**config.mk**
```make
export PLATFORM = sky130hd
export DESIGN_NAME = imm_encoder
export DESIGN_NICKNAME = d
export VERILOG_FILES = /design/src/rtl/imm_encoder_pkg.sv /design/src/rtl/imm_pack.sv /design/src/rtl/imm_encoder.sv
export SDC_FILE = /design/constraint.sdc
export NUM_CORES = 1
export LEC_CHECK = 0
export CAP_MARGIN = 15
export CORE_UTILIZATION = 51
export DETAILED_ROUTE_END_ITERATION = 7
export PLACE_DENSITY = 0.95
export REMOVE_ABC_BUFFERS = 1
export SLEW_MARGIN = 0
export SYNTH_ARGS = -nofsm -noshare
export SYNTH_HDL_FRONTEND = slang
export SYNTH_SLANG_ARGS = --single-unit
```
**constraint.sdc**
```tcl
create_clock -name clk -period 6.47 [get_ports clk]
set_clock_uncertainty 0.15 [all_clocks]
set_input_delay 0.9705 -clock clk [delete_from_list [all_inputs] [get_ports clk]]
set_output_delay 0.9705 -clock clk [all_outputs]
set_load 0.005 [all_outputs]
```
**src/rtl/imm_encoder_pkg.sv**
```systemverilog
// Shared immediate-format definitions for the RISC-V immediate encoder and decoder.
// Format codes, request/result payloads and the signed-range helper live here.
package imm_encoder_pkg;

   localparam int unsigned XLEN  = 32;
   localparam int unsigned SRC_W = 3;

   typedef enum logic [SRC_W-1:0] {
      FMT_I    = 3'b000,
      FMT_S    = 3'b001,
      FMT_B    = 3'b010,
      FMT_U    = 3'b011,
      FMT_J    = 3'b100,
      FMT_RAW0 = 3'b101,
      FMT_RAW1 = 3'b110,
      FMT_RAW2 = 3'b111
   } imm_fmt_e;

   typedef struct packed {
      logic [XLEN-1:0] tmpl;
      logic [XLEN-1:0] imm;
      imm_fmt_e        fmt;
   } imm_req_t;

   typedef struct packed {
      logic [XLEN-1:0] inst;
      logic            err;
   } imm_res_t;

   // True when v[XLEN-1:msb] are all equal, i.e. v fits a signed field whose sign bit is msb.
   function automatic logic fits_signed(input logic [XLEN-1:0] v, input int unsigned msb);
      logic [XLEN-1:0] hi;
      hi = XLEN'($signed(v) >>> msb);
      return (hi == '0) || (hi == '1);
   endfunction

endpackage

```
**src/rtl/imm_pack.sv**
```systemverilog
// Combinational immediate packer: scatters the immediate into the template's
// format-specific fields and flags values the format cannot represent.
module imm_pack
   import imm_encoder_pkg::*;
(
   input  imm_req_t req,
   output imm_res_t res
);

   always_comb begin
      res.inst = req.tmpl;
      res.err  = 1'b0;
      case (req.fmt)
         FMT_I: begin
            res.inst[31:20] = req.imm[11:0];
            res.err         = !fits_signed(req.imm, 11);
         end
         FMT_S: begin
            res.inst[31:25] = req.imm[11:5];
            res.inst[11:7]  = req.imm[4:0];
            res.err         = !fits_signed(req.imm, 11);
         end
         FMT_B: begin
            res.inst[31]    = req.imm[12];
            res.inst[7]     = req.imm[11];
            res.inst[30:25] = req.imm[10:5];
            res.inst[11:8]  = req.imm[4:1];
            res.err         = !fits_signed(req.imm, 12) || req.imm[0];
         end
         FMT_U: begin
            res.inst[31:12] = req.imm[31:12];
            res.err         = (req.imm[11:0] != 12'h000);
         end
         FMT_J: begin
            res.inst[31]    = req.imm[20];
            res.inst[19:12] = req.imm[19:12];
            res.inst[20]    = req.imm[11];
            res.inst[30:21] = req.imm[10:1];
            res.err         = !fits_signed(req.imm, 20) || req.imm[0];
         end
         default: begin
            // Raw formats carry the low 25 bits unsigned above the opcode.
            res.inst[31:7] = req.imm[24:0];
            res.err        = (req.imm[31:25] != 7'h00);
         end
      endcase
   end

endmodule

```
**src/rtl/imm_encoder.sv**
```systemverilog
// Two-stage valid/ready immediate encoder: S1 captures the packed result,
// S2 presents it; also keeps a saturating count of delivered error results.
module imm_encoder
   import imm_encoder_pkg::*;
#(
   parameter int unsigned ERR_CNT_W = 8
) (
   input  logic                 clk,
   input  logic                 rst,
   input  logic                 in_valid,
   output logic                 in_ready,
   input  logic [XLEN-1:0]      in_tmpl,
   input  logic [XLEN-1:0]      in_imm,
   input  logic [SRC_W-1:0]     in_src,
   output logic                 out_valid,
   input  logic                 out_ready,
   output logic [XLEN-1:0]      out_inst,
   output logic                 out_err,
   output logic [ERR_CNT_W-1:0] err_cnt
);

   imm_req_t pack_req;
   imm_res_t pack_res;
   imm_res_t s1_res;
   logic     s1_valid;
   logic     s2_free;
   logic     s1_adv;
   logic     accept;
   logic     deliver;

   always_comb begin
      pack_req.tmpl = in_tmpl;
      pack_req.imm  = in_imm;
      pack_req.fmt  = imm_fmt_e'(in_src);
   end

   imm_pack u_pack (
      .req (pack_req),
      .res (pack_res)
   );

   // Handshake and stage-advance terms; empty stages always accept so bubbles collapse.
   assign s2_free  = !out_valid || out_ready;
   assign s1_adv   = s1_valid && s2_free;
   assign in_ready = !s1_valid || s1_adv;
   assign accept   = in_valid && in_ready;
   assign deliver  = out_valid && out_ready;

   always_ff @(posedge clk or posedge rst) begin
      if (rst) begin
         s1_valid  <= 1'b0;
         s1_res    <= '0;
         out_valid <= 1'b0;
         out_inst  <= '0;
         out_err   <= 1'b0;
         err_cnt   <= '0;
      end else begin
         if (in_ready) begin
            s1_valid <= in_valid;
         end
         if (accept) begin
            s1_res <= pack_res;
         end
         if (s2_free) begin
            out_valid <= s1_valid;
         end
         if (s1_adv) begin
            out_inst <= s1_res.inst;
            out_err  <= s1_res.err;
         end
         if (deliver && out_err && (err_cnt != '1)) begin
            err_cnt <= err_cnt + ERR_CNT_W'(1);
         end
      end
   end

endmodule

```
; ---- Word-level counts from Yosys, hierarchy flattened
; Index checks and enable logic that the tools add are counted.
; W data, S select, Z words.
[classes]
add_sub_neg = 1
n_eq_ne = 8
n_mux = 5
reduce_logical = 28
[op_table]
columns = operator, count
row1 = $eq A32 B32 Y1 const B, 3
row2 = $logic_not A32 Y1, 3
row3 = $pmux W7 S4, 1
row4 = $pmux W5 S4, 1
row5 = $pmux W8 S2, 1
row6 = $reduce_bool A12 Y1, 1
row7 = $pmux W5 S2, 1
row8 = $add A8 B1 Y8 const B, 1
row9 = $ne A8 B8 Y1 const B, 1
row10 = $logic_or A1 B1 Y1, 7
row11 = $reduce_bool A7 Y1, 1
row12 = $eq A3 B2 Y1 const B, 2
row13 = $reduce_or A2 Y1, 3
row14 = $reduce_or A3 Y1, 2
row15 = $logic_and A1 B1 Y1, 5
row16 = $logic_not A1 Y1, 5
row17 = $pmux W1 S4, 1
row18 = $eq A3 B1 Y1 const B, 1
row19 = $eq A3 B3 Y1 const B, 1
row20 = $logic_not A3 Y1, 1
[totals]
reg_bits = 76
in_bits = 71

; ---- Logic depth before layout (Yosys ltp)
[depth]
word_depth = 5
depth_mapped = 7
ltp_nobuf = 6

; ---- Hierarchy
; Synthesis repeated with hierarchy kept, for this count alone.
[hier_totals]
hier_cells = 354
hier_area_um2 = 4036.4
[modules_own_cells]
columns = module, n_inst, cells_per_inst, area_each_um2
row1 = imm_encoder, 1, 182, 2936.6
row2 = imm_pack, 1, 172, 1099.8

; ---- Worst setup path after synthesis
; No wires, ideal clock.
[synth_timing]
kind = input to register
from = input port in_imm[31]
to = register s1_res[0] (netlist bit)
t_arrival_ns = 2.128
required_ns = 6.182
setup_slack_ns = 4.054
stages = 5
path_buffers = 0
path_cell_list = or4_4 nor4_4 nand2_1 o211ai_2 o211ai_1
[synth_via]
elab_chain_len = 5
word_cells_on_any_way = 16
[synth_lines]
columns = item, line
row1 = "start, declared", imm_encoder.sv:13  ; input logic [XLEN-1:0] in_imm,
row2 = $eq A32 B32 Y1 / $logic_not A32 Y1 (equally long branches), imm_encoder_pkg.sv:34  ; return (hi == '0) || (hi == '1);
row3 = $logic_or A1 B1 Y1, imm_encoder_pkg.sv:34
row4 = "$logic_not A1 Y1, on equally long branches", "imm_pack.sv:39, imm_pack.sv:28"
row5 = "$logic_or A1 B1 Y1, on equally long branches", "imm_pack.sv:39, imm_pack.sv:28"
row6 = $pmux W1 S4 *, imm_pack.sv:13  ; case (req.fmt)
row7 = "end signal, assigned", imm_encoder.sv:62  ; s1_res <= pack_res;
row8 = "end, declared", imm_encoder.sv:24  ; imm_res_t s1_res;
; Mark *: on every way between the ends. The rest lies on a longest branch, timed or not.
; A chain may end at the register's enable or synchronous reset.

; ---- Worst setup path after layout
[layout_timing]
from = input port in_src[0]
to = register s1_res[0] (netlist bit)
[layout_via]
elab_chain_len = 3
word_cells_on_any_way = 7
[layout_lines]
columns = item, line
row1 = "start, declared", imm_encoder.sv:14  ; input logic [SRC_W-1:0] in_src,
row2 = $eq A3 B1 Y1 / $logic_not A3 Y1 (equally long branches), imm_pack.sv:13
row3 = $reduce_or A2 Y1 (no source line), -
row4 = $pmux W1 S4 *, imm_pack.sv:13
; Marks and branches as above.

==> metrics.txt <==
status=finished, final reports clean; Initial Utilization=0.538; Power Density=277 nW/um2; DR vias/cell=5.95; first-pass GRT wire length=16.0 mm; quantity of gates resized following cts=0; ANT nets after route=0; Crit path top cell by count=nor2_1; unrepaired setup endpoints after global routing=no; Slew Limit Fails=0; NetSw=0.396 mW; number of synthesized flops with an enable pin=0; post-synthesis mux area share=0.148; minimum clock period=3.54 ns; Hold/Removal Path Class=reg -> reg; combinational power share=0.299; core area=6940 um2; slowest CP cell=clkdlybuf4s50_1; Synth Instances=350; Ys Warns=0; ant diodes=0; adder-cell share of the synthesized area=0.00335; final number of setup-violating endpoints=0; clock buffer depth=2; via count=3253; gr ovfl total=0; die height=87.6 um; DRT iter0 DRCs=215; # Max-Cap Violations=0; share of post-route cells with drive strength above 1=0.146; Synth Register Bits=76; IO Port Bufs=106; Initial DRT Pass Iterations=6; pin count of the biggest net entering global routing=77; final period utilization=0.547; Post-DP Area=4840 um2; layout net count=519; total CTS buffers=9; synthesized area=3740 um2; Placer Congestion=0.903; Critical Path End Type=flip-flop; Distinct cells, synth=45; GRT Overall Usage=0.276; clock root cell=clkbuf_8; Post-Synth Simple-Gate Area=0.125; num ports=114; ys async rst share=1.00; crit path DAT=3.66 ns; dpl hpwl=6.95 mm; CTS tree=built; largest family of logic cells by synthesized area=compound AO/OA/AOI/OAI gates; Buffers & Inverters on Critical Path=1; Die W=87.6 um; CTS H-tree depth=3; clock-pin slew of the registers on the worst-case setup and hold paths=0.08 ns; required time worst endpoint=6.59 ns; DRC Markers=0; sequential share of the synthesized area=0.509; Skew-Pair Late Insertion Delay=0.35 ns; Sw Share=0.286; Setup Crit Path Kind=in -> reg; post-route cell area=5010 um2; area delta synth->final=34.1%; peak per-stage delay on the critical path=0.90 ns; Max VDD drop=0.000137 V; Worst-Margin Slew=1.02 ns; Slew headroom=0.314; final hold slack=0.333 ns; Final Hold Fails=0; Crit Path Max Fanout=23; cts-stage hold buffer count=0; Routed WL=9.93 mm; Int Pwr=0.990 mW; critical path launch point type=input pin; Sink Count=76; Avg Cell Area, Syn=10.7 um2; Clk pwr share=0.229; Die ar.=7670 um2; Setup TNS Final=0 ns; Compound-Gate Fraction of Synth Area=0.169; post-CTS setup buffers=0; most used flip-flop cell after synthesis=dfrtp_1; standard-cell row count=30; crit-path cells=clkdlybuf4s50_1, nor2_1, nor2_1, a41oi_1, o211ai_2, o211ai_1; drt wl/cell=18.2 um; Lkg Pwr=2.04 nW; area share of xor/xnor cells in the synthesized design=0.0164; vias in the first global route=3344; part of the power in registers=0.472; CP top delay family=simple AND/OR/NAND/NOR gates; fmax=283 MHz; initial antenna violation count=0
## synthesized netlist by cell type, types with 6 or more instances
master    instances  area share
a22oi_1          14       0.028
nand2_1          37       0.037
nand4_1           7       0.012
clkbuf_1         14       0.014
nand3_1           6      0.0080
a21oi_1          12       0.016
o21ai_0          20       0.027
nand2b_1          7       0.012
o22ai_1          15       0.025
a31oi_1           9       0.015
mux2_2           41        0.12
o31ai_1           9       0.018
mux2i_1           9       0.024
buf_2             8       0.011
dfrtp_1          76        0.51
nor2_1           20       0.020
## cells by family after synthesis
family | count (synthesis)
compound gates | 95
simple gates | 95
flops | 76
mux | 50
buf+inv | 26
xor+xnor | 7
fa+ha+maj | 1
## worst min-delay path: stages, from the launching register on
cell and delay (ns):
dfrtp_1 0.34, nand2_1 0.05, o31ai_1 0.05
## cell usage in the layout (no fill, tap or decap), types with 10 or more instances in the layout
cell type / count
clkbuf_8: 10
mux2_2: 41
o22ai_1: 15
o21ai_0: 20
clkdlybuf4s50_1: 106
a22oi_1: 14
nand2_1: 36
dfrtp_1: 76
nor2_1: 20
a21oi_1: 12
## state kept, by name, summed over array words and instances, names as in the netlist
| name | cells |
|---|---|
| out_valid | 1 |
| s1_res | 33 |
| err_cnt | 8 |
| s1_valid | 1 |
| out_err | 1 |
| out_inst | 32 |
## final cells by class
cell class | count | area [um2]
clock buffer | 11 | 141
multi-input combinational | 248 | 1730
timing repair buffer | 108 | 1080
tap | 96 | 120
fill | 524 | 1930
clock inverter | 4 | 26.3
sequential | 76 | 1900
inverter | 4 | 15.0
## metal layers
| metal | GRT usage | share of wire |
|---|---|---|
| met2 | 0.475 | 0.51 |
| met5 | 0 | 0 |
| met4 | 0.106 | 0.021 |
| met3 | 0.0509 | 0.078 |
| met1 | 0.346 | 0.39 |
## power groups by stage
stage / sequential [mW] / combinational, mW / clock, mW
4_1_cts: 0.654 / 0.418 / 0.321
5_1_grt: 0.667 / 0.450 / 0.343
3_3_place_gp: 0.655 / 0.402 / 0
2_1_floorplan: 0.656 / 0.166 / 0
3_5_place_dp: 0.662 / 0.416 / 0
6_report: 0.654 / 0.414 / 0.318
## path summary, 6_finish.rpt
check / startpoint / to / slack [ns] / cells after the start
max: in_src[0] / s1_res[0] / 2.93 / 6
min: s1_res[29] / s1_res[29] / 0.33 / 2
max reg2reg: out_valid / s1_res[6] / 4.32 / 3
min reg2reg: s1_res[29] / s1_res[29] / 0.33 / 2
max in group asynchronous: rst / s1_res[13] / 4.48 / 3
min in group asynchronous: rst / err_cnt[4] / 1.08 / 3
## per-stage QoR
| stage | instances | power (mW) | utilization | setup WS, ns |
|---|---|---|---|---|
| 4_1_cts | 547 | 1.39 | 0.721 | 3.01 |
| 2_1_floorplan | 328 | 0.822 | - | 3.41 |
| 3_3_place_gp | 532 | 1.06 | 0.697 | 2.72 |
| 6_report | 547 | 1.39 | 0.721 | 2.93 |
| 3_5_place_dp | 532 | 1.08 | 0.697 | 2.65 |
| 5_1_grt | 547 | 1.46 | 0.721 | 2.69 |
No activity file was read; power rests on OpenSTA's default activity.
